<file path="src/rtl/ifetch_bridge_pkg.sv">
// ifetch_bridge_pkg
//   Shared definitions for the instruction-fetch bridge: fetch capacity,
//   AdEL exception code, boot/exception vector addresses, the control FSM
//   state type and the output-buffer entry layout.
package ifetch_bridge_pkg;

    localparam int unsigned FETCH_CAP  = 2;
    localparam logic [4:0]  EXC_ADEL   = 5'h04;
    localparam logic [31:0] RESET_ADDR = 32'hbfc0_0000;
    localparam logic [31:0] EXEC_ADDR  = 32'hbfc0_0380;

    typedef enum logic {
        RUN   = 1'b0,
        DRAIN = 1'b1
    } state_e;

    typedef struct packed {
        logic [31:0] pc;
        logic [31:0] inst;
        logic        adel;
    } fetch_entry_t;

    function automatic logic is_aligned(input logic [31:0] addr);
        return addr[1:0] == 2'b00;
    endfunction

endpackage

</file>
<file path="src/rtl/ifetch_bridge_if.sv">
// ifetch_bridge_if
//   Bundles the PC-stage, SRAM-like instruction bus and decode-stage
//   handshakes of the fetch bridge.
//   master: bridge side (drives pc_ready, inst_req/addr, id_*)
//   slave : environment side (PC stage, memory, decode)
interface ifetch_bridge_if;

    logic [31:0] pc_addr;
    logic        pc_valid;
    logic        pc_ready;
    logic        flush;

    logic        inst_req;
    logic [31:0] inst_addr;
    logic        inst_addr_ok;
    logic        inst_data_ok;
    logic [31:0] inst_rdata;

    logic        id_valid;
    logic        id_ready;
    logic [31:0] id_pc;
    logic [31:0] id_inst;
    logic        id_adel;

    modport master (
        input  pc_addr, pc_valid, flush,
        input  inst_addr_ok, inst_data_ok, inst_rdata,
        input  id_ready,
        output pc_ready, inst_req, inst_addr,
        output id_valid, id_pc, id_inst, id_adel
    );

    modport slave (
        output pc_addr, pc_valid, flush,
        output inst_addr_ok, inst_data_ok, inst_rdata,
        output id_ready,
        input  pc_ready, inst_req, inst_addr,
        input  id_valid, id_pc, id_inst, id_adel
    );

endinterface

</file>
<file path="src/rtl/ifetch_fifo.sv">
// ifetch_fifo
//   Two-entry FIFO with synchronous reset and synchronous clear.
//   clk/reset : clock, synchronous active-high reset
//   clear     : drop all entries (takes priority over push/pop)
//   push/wdata: enqueue; accepted when full only together with a pop
//   pop       : dequeue the head entry
//   rdata     : head entry (registered storage, no bypass)
//   count     : number of valid entries (0..2)
module ifetch_fifo #(
    parameter int unsigned WIDTH = 32
) (
    input  logic             clk,
    input  logic             reset,
    input  logic             clear,
    input  logic             push,
    input  logic [WIDTH-1:0] wdata,
    input  logic             pop,
    output logic [WIDTH-1:0] rdata,
    output logic [1:0]       count
);

    logic [WIDTH-1:0] mem_q [2];
    logic [WIDTH-1:0] mem_d [2];
    logic             wr_ptr_q, wr_ptr_d;
    logic             rd_ptr_q, rd_ptr_d;
    logic [1:0]       count_q, count_d;
    logic             do_push, do_pop;

    always_comb begin
        do_pop   = pop & (count_q != 2'd0);
        // When full, the slot being written is the one popped this cycle.
        do_push  = push & ((count_q != 2'd2) | do_pop);
        mem_d    = mem_q;
        wr_ptr_d = wr_ptr_q;
        rd_ptr_d = rd_ptr_q;
        count_d  = count_q;
        if (clear) begin
            mem_d    = '{default: '0};
            wr_ptr_d = 1'b0;
            rd_ptr_d = 1'b0;
            count_d  = 2'd0;
        end else begin
            if (do_push) begin
                mem_d[wr_ptr_q] = wdata;
                wr_ptr_d        = ~wr_ptr_q;
            end
            if (do_pop) begin
                rd_ptr_d = ~rd_ptr_q;
            end
            count_d = count_q + 2'(do_push) - 2'(do_pop);
        end
    end

    always_ff @(posedge clk) begin
        if (reset) begin
            mem_q    <= '{default: '0};
            wr_ptr_q <= 1'b0;
            rd_ptr_q <= 1'b0;
            count_q  <= 2'd0;
        end else begin
            mem_q    <= mem_d;
            wr_ptr_q <= wr_ptr_d;
            rd_ptr_q <= rd_ptr_d;
            count_q  <= count_d;
        end
    end

    assign rdata = mem_q[rd_ptr_q];
    assign count = count_q;

endmodule

</file>
<file path="src/rtl/ifetch_bridge.sv">
// ifetch_bridge
//   Bridges the PC stage to an SRAM-like instruction bus and buffers
//   returned instructions for decode. At most two fetches are in flight or
//   buffered at once. A flush discards everything; responses to requests
//   that were outstanding at the flush are counted off in DRAIN.
//   clk   : clock
//   reset : synchronous active-high reset
//   bus   : ifetch_bridge_if.master (PC stage, instruction bus, decode)
module ifetch_bridge
    import ifetch_bridge_pkg::*;
(
    input  logic            clk,
    input  logic            reset,
    ifetch_bridge_if.master bus
);

    state_e       state_q, state_d;
    logic [1:0]   inflight_q, inflight_d;
    logic [1:0]   cancel_q, cancel_d;

    logic [1:0]   pend_count;
    logic [31:0]  pend_head;
    logic [1:0]   buf_count;
    fetch_entry_t buf_head;
    fetch_entry_t buf_wdata;

    logic aligned, credit_ok, inst_req, req_acc, mis_acc;
    logic data_ok_v, keep, id_valid, deq;

    always_comb begin
        aligned   = is_aligned(bus.pc_addr);
        credit_ok = (3'(inflight_q) + 3'(buf_count)) < 3'(FETCH_CAP);
        inst_req  = ~reset & bus.pc_valid & ~bus.flush & aligned & credit_ok;
        req_acc   = inst_req & bus.inst_addr_ok;
        // A misaligned fetch only enters once the bus is quiet, so its AdEL
        // entry cannot overtake earlier instructions.
        mis_acc   = ~reset & bus.pc_valid & ~aligned & ~bus.flush
                  & (inflight_q == 2'd0) & (cancel_q == 2'd0)
                  & (buf_count < 2'(FETCH_CAP));
        data_ok_v = ~reset & bus.inst_data_ok & (inflight_q != 2'd0);
        keep      = data_ok_v & (state_q == RUN) & ~bus.flush;
        id_valid  = ~reset & (buf_count != 2'd0) & ~bus.flush;
        deq       = id_valid & bus.id_ready;

        buf_wdata = '0;
        if (keep) begin
            buf_wdata.pc   = pend_head;
            buf_wdata.inst = bus.inst_rdata;
            buf_wdata.adel = 1'b0;
        end else begin
            buf_wdata.pc   = bus.pc_addr;
            buf_wdata.inst = '0;
            buf_wdata.adel = 1'b1;
        end

        inflight_d = inflight_q + 2'(req_acc) - 2'(data_ok_v);
    end

    // Control FSM: cancel counts responses still owed to flushed requests.
    always_comb begin
        state_d  = state_q;
        cancel_d = cancel_q;
        if (bus.flush) begin
            cancel_d = inflight_q - 2'(data_ok_v);
            state_d  = (cancel_d != 2'd0) ? DRAIN : RUN;
        end else begin
            case (state_q)
                RUN: begin
                    state_d = RUN;
                end
                DRAIN: begin
                    if (data_ok_v) begin
                        cancel_d = cancel_q - 2'd1;
                        if (cancel_d == 2'd0) begin
                            state_d = RUN;
                        end
                    end
                end
                default: begin
                    state_d = RUN;
                end
            endcase
        end
    end

    always_ff @(posedge clk) begin
        if (reset) begin
            state_q    <= RUN;
            inflight_q <= 2'd0;
            cancel_q   <= 2'd0;
        end else begin
            state_q    <= state_d;
            inflight_q <= inflight_d;
            cancel_q   <= cancel_d;
        end
    end

    ifetch_fifo #(.WIDTH(32)) u_pend (
        .clk   (clk),
        .reset (reset),
        .clear (bus.flush),
        .push  (req_acc),
        .wdata (bus.pc_addr),
        .pop   (keep),
        .rdata (pend_head),
        .count (pend_count)
    );

    ifetch_fifo #(.WIDTH($bits(fetch_entry_t))) u_buf (
        .clk   (clk),
        .reset (reset),
        .clear (bus.flush),
        .push  (keep | mis_acc),
        .wdata (buf_wdata),
        .pop   (deq),
        .rdata (buf_head),
        .count (buf_count)
    );

    assign bus.inst_req  = inst_req;
    assign bus.inst_addr = bus.pc_addr;
    assign bus.pc_ready  = req_acc | mis_acc;
    assign bus.id_valid  = id_valid;
    assign bus.id_pc     = buf_head.pc;
    assign bus.id_inst   = buf_head.inst;
    assign bus.id_adel   = buf_head.adel;

    always_ff @(posedge clk) begin
        if (!reset && bus.inst_data_ok) begin
            assert (inflight_q != 2'd0);
        end
        if (!reset && keep) begin
            assert (pend_count != 2'd0);
        end
        if (!reset) begin
            assert ((3'(inflight_q) + 3'(buf_count)) <= 3'(FETCH_CAP));
        end
    end

endmodule

</file>
<file path="src/flat_wrapper.sv">
// flat-port wrapper written by rule: the top's interface ports become plain ports
module ifetch_bridge_flat import ifetch_bridge_pkg::*;
  (clk, reset, bus_pc_addr, bus_pc_valid, bus_flush, bus_inst_addr_ok, bus_inst_data_ok, bus_inst_rdata, bus_id_ready, bus_pc_ready, bus_inst_req, bus_inst_addr, bus_id_valid, bus_id_pc, bus_id_inst, bus_id_adel);
  ifetch_bridge_if bus_i ();
  input  logic clk;
  input  logic reset;
  input wire logic [$bits(bus_i.pc_addr)-1:0] bus_pc_addr;
  input wire logic [$bits(bus_i.pc_valid)-1:0] bus_pc_valid;
  input wire logic [$bits(bus_i.flush)-1:0] bus_flush;
  input wire logic [$bits(bus_i.inst_addr_ok)-1:0] bus_inst_addr_ok;
  input wire logic [$bits(bus_i.inst_data_ok)-1:0] bus_inst_data_ok;
  input wire logic [$bits(bus_i.inst_rdata)-1:0] bus_inst_rdata;
  input wire logic [$bits(bus_i.id_ready)-1:0] bus_id_ready;
  output wire logic [$bits(bus_i.pc_ready)-1:0] bus_pc_ready;
  output wire logic [$bits(bus_i.inst_req)-1:0] bus_inst_req;
  output wire logic [$bits(bus_i.inst_addr)-1:0] bus_inst_addr;
  output wire logic [$bits(bus_i.id_valid)-1:0] bus_id_valid;
  output wire logic [$bits(bus_i.id_pc)-1:0] bus_id_pc;
  output wire logic [$bits(bus_i.id_inst)-1:0] bus_id_inst;
  output wire logic [$bits(bus_i.id_adel)-1:0] bus_id_adel;
  assign bus_i.pc_addr = bus_pc_addr;
  assign bus_i.pc_valid = bus_pc_valid;
  assign bus_i.flush = bus_flush;
  assign bus_i.inst_addr_ok = bus_inst_addr_ok;
  assign bus_i.inst_data_ok = bus_inst_data_ok;
  assign bus_i.inst_rdata = bus_inst_rdata;
  assign bus_i.id_ready = bus_id_ready;
  assign bus_pc_ready = bus_i.pc_ready;
  assign bus_inst_req = bus_i.inst_req;
  assign bus_inst_addr = bus_i.inst_addr;
  assign bus_id_valid = bus_i.id_valid;
  assign bus_id_pc = bus_i.id_pc;
  assign bus_id_inst = bus_i.id_inst;
  assign bus_id_adel = bus_i.id_adel;
  ifetch_bridge u_core (.clk(clk), .reset(reset), .bus(bus_i));
endmodule
</file>
<file path="config.mk">
export PLATFORM = sky130hd
export DESIGN_NAME = ifetch_bridge_flat
export DESIGN_NICKNAME = d
export VERILOG_FILES = /design/src/rtl/ifetch_bridge_pkg.sv /design/src/rtl/ifetch_bridge_if.sv /design/src/rtl/ifetch_fifo.sv /design/src/rtl/ifetch_bridge.sv /design/src/flat_wrapper.sv
export SDC_FILE = /design/constraint.sdc
export NUM_CORES = 1
export LEC_CHECK = 0
export ABC_AREA = 1
export BUFFER_PORTS_ARGS = -buffer_cell sky130_fd_sc_hd__buf_4
export CAP_MARGIN = 5
export CORE_MARGIN = 2
export CORE_UTILIZATION = 55
export CTS_BUF_LIST = sky130_fd_sc_hd__clkbuf_8
export DETAILED_ROUTE_END_ITERATION = 8
export PLACE_DENSITY = 0.77
export SLEW_MARGIN = 10
export SYNTH_ARGS = -nofsm -noshare
export SYNTH_HDL_FRONTEND = slang
export SYNTH_HIERARCHICAL = 1
export SYNTH_SLANG_ARGS = --single-unit
</file>
<file path="constraint.sdc">
create_clock -name clk -period 2.95 [get_ports clk]
set_input_delay 0.1475 -clock clk [delete_from_list [all_inputs] [get_ports clk]]
set_output_delay 0.1475 -clock clk [all_outputs]
set_load 0.1 [all_outputs]
</file>
==> impl_metrics.csv, run 1 <==
group,metric,value,unit
global_routing,use_met3,0.0317,
synthesis,synth_top_area_frac,0.332,
synthesis,syn_area_per_cell,5.93,µm²
detailed_routing,drt.antenna.violating_nets,0,
clocking,clk_path_buf_depth,3,
synthesis,ys.warnings.count,6,
synthesis,postSynthCellCount,2106,
synthesis,yosysTopAreaCell,"dfxtp_1",
worst_setup_path,crit_arrival,3060,ps
worst_setup_path,worst-path-buf-inv,5,
sta,slew_viol_final,0,
clocking,insertion_delay,530,ps
clocking,cts_resized,0,
clocking,numCtsBuffers,37,
global_routing,grt_busiest_layer,"met2",
worst_setup_path,path_delay_family,"simple AND/OR/NAND/NOR gates",
clocking,clk_pin_slew,60,ps
detailed_routing,vias_per_cell,4.78,
worst_setup_path,slowest_delay,430,ps
hold_path,min_path_type,"in2reg",
place,dp.final_hpwl,18400,µm
clocking,clock-sinks,207,
clocking,cts_root_buffer,"clkbuf_8",
sta,fin_crit_sh,0.889,
floorplanning,dieArea,23900,µm²
detailed_routing,wl_per_cell,12.3,µm
worst_setup_path,cp_max_fo,66,
sta,relSlewSlack,0.501,
global_routing,antenna_found_initial,0,
floorplanning,initial_core_util,0.555,
worst_setup_path,crit_chain,"nand2_1 > inv_1 > fa_1 > or2_4 > nor3_4 > nand2_2 > inv_2 > buf_12 > nand3_1 > buf_4 > nand2_1 > inv_1 > nor2_1",
cells_and_area,nNetsFinal,2274,
pwr,swShare,0.284,
place,place_inst,2419,
cells_and_area,fin_cells,2501,
pwr,p_total,6.26,mW
clocking,ctsHtreeMaxLevel,2,
synthesis,synth_top_cells_by_area,"dfxtp_1, nand2_1, inv_1",
detailed_routing,drc,0,
global_routing,first_global_vias,10800,
place,gp_congestion,0.853,
sta,skew,27.4,ps
global_routing,met1_usage,0.339,
floorplanning,rows,55,
clocking,cts_tree,"yes",
floorplanning,die_y,155,µm
place,port_buffers,170,
sta,worst_slack,327,ps
outcome,run_status,"completed",
detailed_routing,drt_first_pass_iters,5,
worst_setup_path,critPathRequiredTime,3390,ps
detailed_routing,drt_wl_total,30800,µm
synthesis,syn_nets,2187,
pwr,powerDensity,436,nW/µm²
sta,final-setup-viol-count,0,
floorplanning,die_w,155,µm
place,preCtsSetupSlack,389,ps
synthesis,synth_cell_types,29,
global_routing,grt_use_total,0.254,
global_routing,met2_usage,0.431,
sta,setup-tns-final,0,ps
clocking,post_cts_buffers,0,
pwr,ir_drop,0.000295,V
floorplanning,ios,171,
cells_and_area,syn_to_final_growth,14.8,%
synthesis,synth_area,12500,µm²
detailed_routing,vias,11900,
worst_setup_path,startpoint_type,"register",
cells_and_area,multi_input_area,5340,µm²
sta,fmax,381,MHz
global_routing,grt_max_degree,134,
global_routing,grt_overflow,0,
synthesis,ys_seq_area_frac,0.332,
sta,rsz0062_at_grt,"no",
worst_setup_path,critPathKind,"reg2reg",
worst_setup_path,slowest_stage,"fa_1",
sta,min_period,2620,ps
sta,hold_viol,0,
global_routing,grt_pass1_wl,51300,µm
floorplanning,core_area,22500,µm²
pwr,leakagePower,6.88,nW
pwr,p_clk_frac,0.413,
pwr,switchingPower,1.78,mW
sta,tightest_slew,747,ps
cells_and_area,drive_gt1_frac,0.133,
pwr,seq_power_share,0.452,
synthesis,ys_ff_latch,207,
detailed_routing,drt_iter0_drc,1000,
clocking,hold_buffers,20,
job,max_cap_viol_count,0,
pwr,p_comb_frac,0.135,
cells_and_area,antenna_cells,0,
worst_setup_path,end_kind,"register",
pwr,p_int,4.48,mW
cells_and_area,seq_area,4150,µm²
cells_and_area,fillerInstances,2110,
[final cells by class]
class / count / share of cell area
flip-flops and latches: 207 / 0.289
well taps: 285 / 0.0249
multi-input cells: 1183 / 0.372
inverters: 548 / 0.143
repair buffers: 216 / 0.121
clock buffers: 47 / 0.0451
clock inverters: 15 / 0.00427
[metrics by stage]
step                      hold slack (ps)  instance area, µm²   util
final                                14.8               14300  0.637
after global routing                 24.2               14300  0.637
after CTS                          0.0148               14300  0.637
after detailed placement              444               13400  0.597
after global placement                441               13400  0.597
after floorplan                       217               12600      -
[power by group through the flow]
| stage | logic (mW) | registers [mW] | clock network, mW |
|---|---|---|---|
| after floorplan | 0.633 | 2.88 | 0 |
| after global placement | 0.815 | 2.89 | 0 |
| after detailed placement | 0.820 | 2.89 | 0 |
| after CTS | 0.843 | 2.83 | 2.64 |
| after global routing | 0.913 | 2.83 | 2.77 |
| final | 0.846 | 2.83 | 2.58 |
[routing by layer]
layer  wire [µm]  up-vias  share of wire
met4         576        0          0.019
met2       14400      358           0.47
met3        1970       48          0.064
met5           0        -              0
li1            -     6343              -
met1       13800     5200           0.45
[cells in the mapped netlist]
library cell and count:
a21oi_1 7, a31oi_1 1, and2_1 1, buf_1 3
buf_2 64, buf_4 44, buf_6 23, clkbuf_1 34
clkinv_2 1, dfxtp_1 207, fa_1 1, ha_1 9
inv_1 525, inv_2 22, nand2_1 596, nand2_2 3
nand3_1 7, nand3_2 5, nand3b_1 1, nand4_1 194
nor2_1 245, nor2_2 2, nor3_1 2, nor3b_1 1
o21ai_0 103, o21bai_1 1, or2_2 1, xnor2_1 1
xor2_1 2
[worst paths after layout]
check / from / endpoint / slack, ps / depth (start not counted)
setup reg to reg: u_core/u_buf/count[0] / u_core/u_pend/mem_q[18] / 330 / 13
hold / removal: bus_pc_addr[16] / u_core/u_pend/mem_q[16] / 10 / 5
setup / recovery: u_core/u_buf/count[0] / u_core/u_pend/mem_q[18] / 330 / 13
hold reg to reg: u_core/u_pend/mem_q[26] / u_core/u_pend/mem_q[26] / 510 / 4
[placed cells by master, fill, tap and decap left out, types with 4 or more instances in the layout]
cell type      Yosys  routed
nand2_1          596     593
inv_1            525     536
nor2_1           245     244
dfxtp_1          207     202
nand4_1          194     194
buf_4             44     191
o21ai_0          103     103
clkbuf_8           0      47
inv_2             22      24
dlygate4sd3_1      0      20
nand3_1            7       7
a21oi_1            7       7
ha_1               9       7
buf_12             0       5
nand2_2            3       4
nand3_2            5       4
dfxtp_2            0       4
[worst min-delay path, stage by stage]
cell	delay, ps
buf_4	100
inv_1	50
nand4_1	80
nand2_1	50
nor2_1	70
[cell families after synthesis]
family | count (synthesis) | synth area share
compound gates | 112 | 0.0451
xor+xnor | 3 | 0.00210
fa+ha+maj | 10 | 0.0106
buf+inv | 716 | 0.249
flops | 207 | 0.332
simple gates | 1058 | 0.362
[registers in the layout, summed over array words and instances, names as in the netlist]
| signal | count |
|---|---|
| u_core/u_buf/mem_q | 130 |
| u_core/u_pend/mem_q | 64 |
| u_core/cancel_q | 2 |
| u_core/inflight_q | 2 |
| u_core/u_buf/count | 2 |
| u_core/u_pend/count | 2 |
| u_core/state_q | 1 |
| u_core/u_buf/rd_ptr_q | 1 |
| u_core/u_buf/wr_ptr_q | 1 |
| u_core/u_pend/rd_ptr_q | 1 |
| u_core/u_pend/wr_ptr_q | 1 |
Power figures use the tool's default switching activity.
==> run 2: changes to the inputs <==
--- a/config.mk
+++ b/config.mk
@@ -12,7 +12,7 @@
 export CORE_UTILIZATION = 55
 export CTS_BUF_LIST = sky130_fd_sc_hd__clkbuf_8
 export DETAILED_ROUTE_END_ITERATION = 8
-export PLACE_DENSITY = 0.77
+export PLACE_DENSITY = 0.81
 export SLEW_MARGIN = 10
 export SYNTH_ARGS = -nofsm -noshare
 export SYNTH_HDL_FRONTEND = slang
==> run 2 against run 1 <==
Die area unchanged. Sequential share of layout area decreased by 0.086 points. Combinational power is 2% higher. Largest power group unchanged. Global-route usage fell by 0.13 points. Critical path depth increased by 2.
==> impl_metrics.csv, run 2 (synthesized netlist as in run 1, its figures left out) <==
group,metric,value,unit
pwr,ir_drop,0.000312,V
cells_and_area,nNetsFinal,2283,
place,placed_area,13400,µm²
worst_setup_path,cp_common_cell,"nand2_1",
detailed_routing,wl_per_cell,12.3,µm
detailed_routing,drt_first_pass_iters,7,
floorplanning,dieArea,23900,µm²
sta,relSlewSlack,0.431,
cells_and_area,drive_gt1_frac,0.132,
place,gp_congestion,0.846,
clocking,clk_path_buf_depth,3,
detailed_routing,vias,12200,
cells_and_area,final_core_util,0.639,
sta,hold_viol,0,
clocking,cts_root_buffer,"clkbuf_8",
sta,fmax,403,MHz
hold_path,hp-start,"bus_pc_addr[20]",
pwr,powerDensity,428,nW/µm²
sta,fin_crit_sh,0.841,
global_routing,grt_max_degree,91,
worst_setup_path,crit_arrival,2900,ps
global_routing,grt_pass1_wl,50900,µm
floorplanning,rows,55,
cells_and_area,final_common_cell,"nand2_1",
clocking,clk_pin_slew,60,ps
clocking,clock-sinks,207,
worst_setup_path,end_kind,"register",
global_routing,antenna_found_initial,0,
sta,final-setup-viol-count,0,
floorplanning,ios,171,
worst_setup_path,r2r-end,"u_core/u_pend/count[1]",
worst_setup_path,r2r-start,"u_core/inflight_q[0]",
worst_setup_path,critPathRequiredTime,3370,ps
worst_setup_path,rrSetupSlack,470,ps
floorplanning,die_w,155,µm
detailed_routing,drc,0,
cells_and_area,top_regs,"u_core/u_buf/mem_q x130, u_core/u_pend/mem_q x64",
clocking,ctsHtreeMaxLevel,2,
hold_path,min_path_type,"in2reg",
clocking,numCtsBuffers,36,
clocking,insertion_delay,530,ps
place,port_buffers,170,
cells_and_area,mostFrequentLayoutCells,"nand2_1, inv_1, nor2_1",
floorplanning,initial_core_util,0.555,
place,dp.final_hpwl,18900,µm
global_routing,first_global_vias,11000,
cells_and_area,largest_register_ffs,130,
worst_setup_path,slowest_delay,410,ps
detailed_routing,drt.antenna.violating_nets,0,
sta,slew_viol_final,0,
pwr,leakagePower,6.91,nW
global_routing,grt_use_total,0.253,
hold_path,holdPathStages,5,
cells_and_area,fin_cells,2509,
sta,min_period,2480,ps
sta,skew,35.1,ps
worst_setup_path,startpoint,"u_core/inflight_q[0]",
floorplanning,core_area,22500,µm²
cells_and_area,antenna_cells,0,
detailed_routing,vias_per_cell,4.85,
cells_and_area,syn_to_final_growth,15.1,%
worst_setup_path,setup.worst_path.end,"u_core/u_pend/count[1]",
detailed_routing,drt_wl_total,30800,µm
place,place_inst,2421,
worst_setup_path,cp_max_fo,3,
cells_and_area,top_register,"u_core/u_buf/mem_q",
sta,tightest_slew,854,ps
worst_setup_path,critPathKind,"reg2reg",
worst_setup_path,reg2reg_depth,15,
job,max_cap_viol_count,0,
sta,rsz0062_at_grt,"no",
worst_setup_path,slowest_stage,"fa_1",
cells_and_area,fin_area,14400,µm²
clocking,cts_resized,0,
worst_setup_path,crit_chain,"nand2_1 > inv_1 > fa_1 > or2_4 > nor3_4 > nand2_2 > inv_2 > nand2_4 > ha_4 > inv_2 > ha_4 > xor2_1 > nand2_1 > nand2_1 > nor2_1",
detailed_routing,drt_iter0_drc,812,
outcome,run_status,"completed",
floorplanning,die_y,155,µm
pwr,p_total,6.16,mW
clocking,cts_tree,"yes",
worst_setup_path,startpoint_type,"register",
global_routing,grt_overflow,0,
[run 2: cell count changes in the layout (fill, tap and decap cells not counted), sizes merged]
cell / delta
inv: +1
clkinvlp: -1
buf: +2
clkinv: +1
clkbuf: -3
dlygate4sd3: +8
[run 2: worst min-delay path by stage]
stage,end,slack [ps]
final,u_core/u_pend/mem_q[52],20
after CTS,u_core/u_pend/mem_q[19],1
after global placement,u_core/inflight_q[0],440
after floorplan,u_core/cancel_q[0],220
after global routing,u_core/u_pend/mem_q[18],40
after detailed placement,u_core/state_q,450
[run 2: critical path, delay by kind of cell (launching register included)]
family / cells / cell delay, ps
xor gates and xnor gates: 1 / 190
adders and majority gates: 3 / 810
buffers and inverters: 3 / 190
DFF: 1 / 360
and+or+nand+nor: 8 / 840
[run 2: layout make-up]
cell class,count,area [µm²]
Fill cell,2092,8120
Multi-Input combinational cell,1183,5340
Sequential cell,207,4150
Inverter,548,2060
Timing Repair Buffer,226,1820
Clock buffer,44,606
Tap cell,285,357
Clock inverter,16,62.6
[run 2: layer usage]
metal	vias up	track usage	wire [µm]
li1	6362	-	-
met1	5395	0.328	13800
met2	363	0.430	14300
met3	54	0.0395	2040
met4	0	0.0891	685
met5	-	0	0
[run 2: report_power, final]
group | switching (mW) | internal, mW | total, mW
Sequential | 0.00686 | 2.82 | 2.82
Combinational | 0.609 | 0.249 | 0.859
Clock | 1.14 | 1.33 | 2.48
[run 2: repair_timing]
item,4_1_cts,5_1_grt
setup buffers,0,0
hold buffers,28,0
endpoints found under the hold margin,50,0
[run 2: metrics by stage]
step	TNS, ps	hold WS (ps)	setup WS (ps)
after floorplan	-455	217	-276
after global placement	0	438	508
after detailed placement	0	446	473
after CTS	0	1.29	401
after global routing	0	44.7	298
final	0	22.6	468
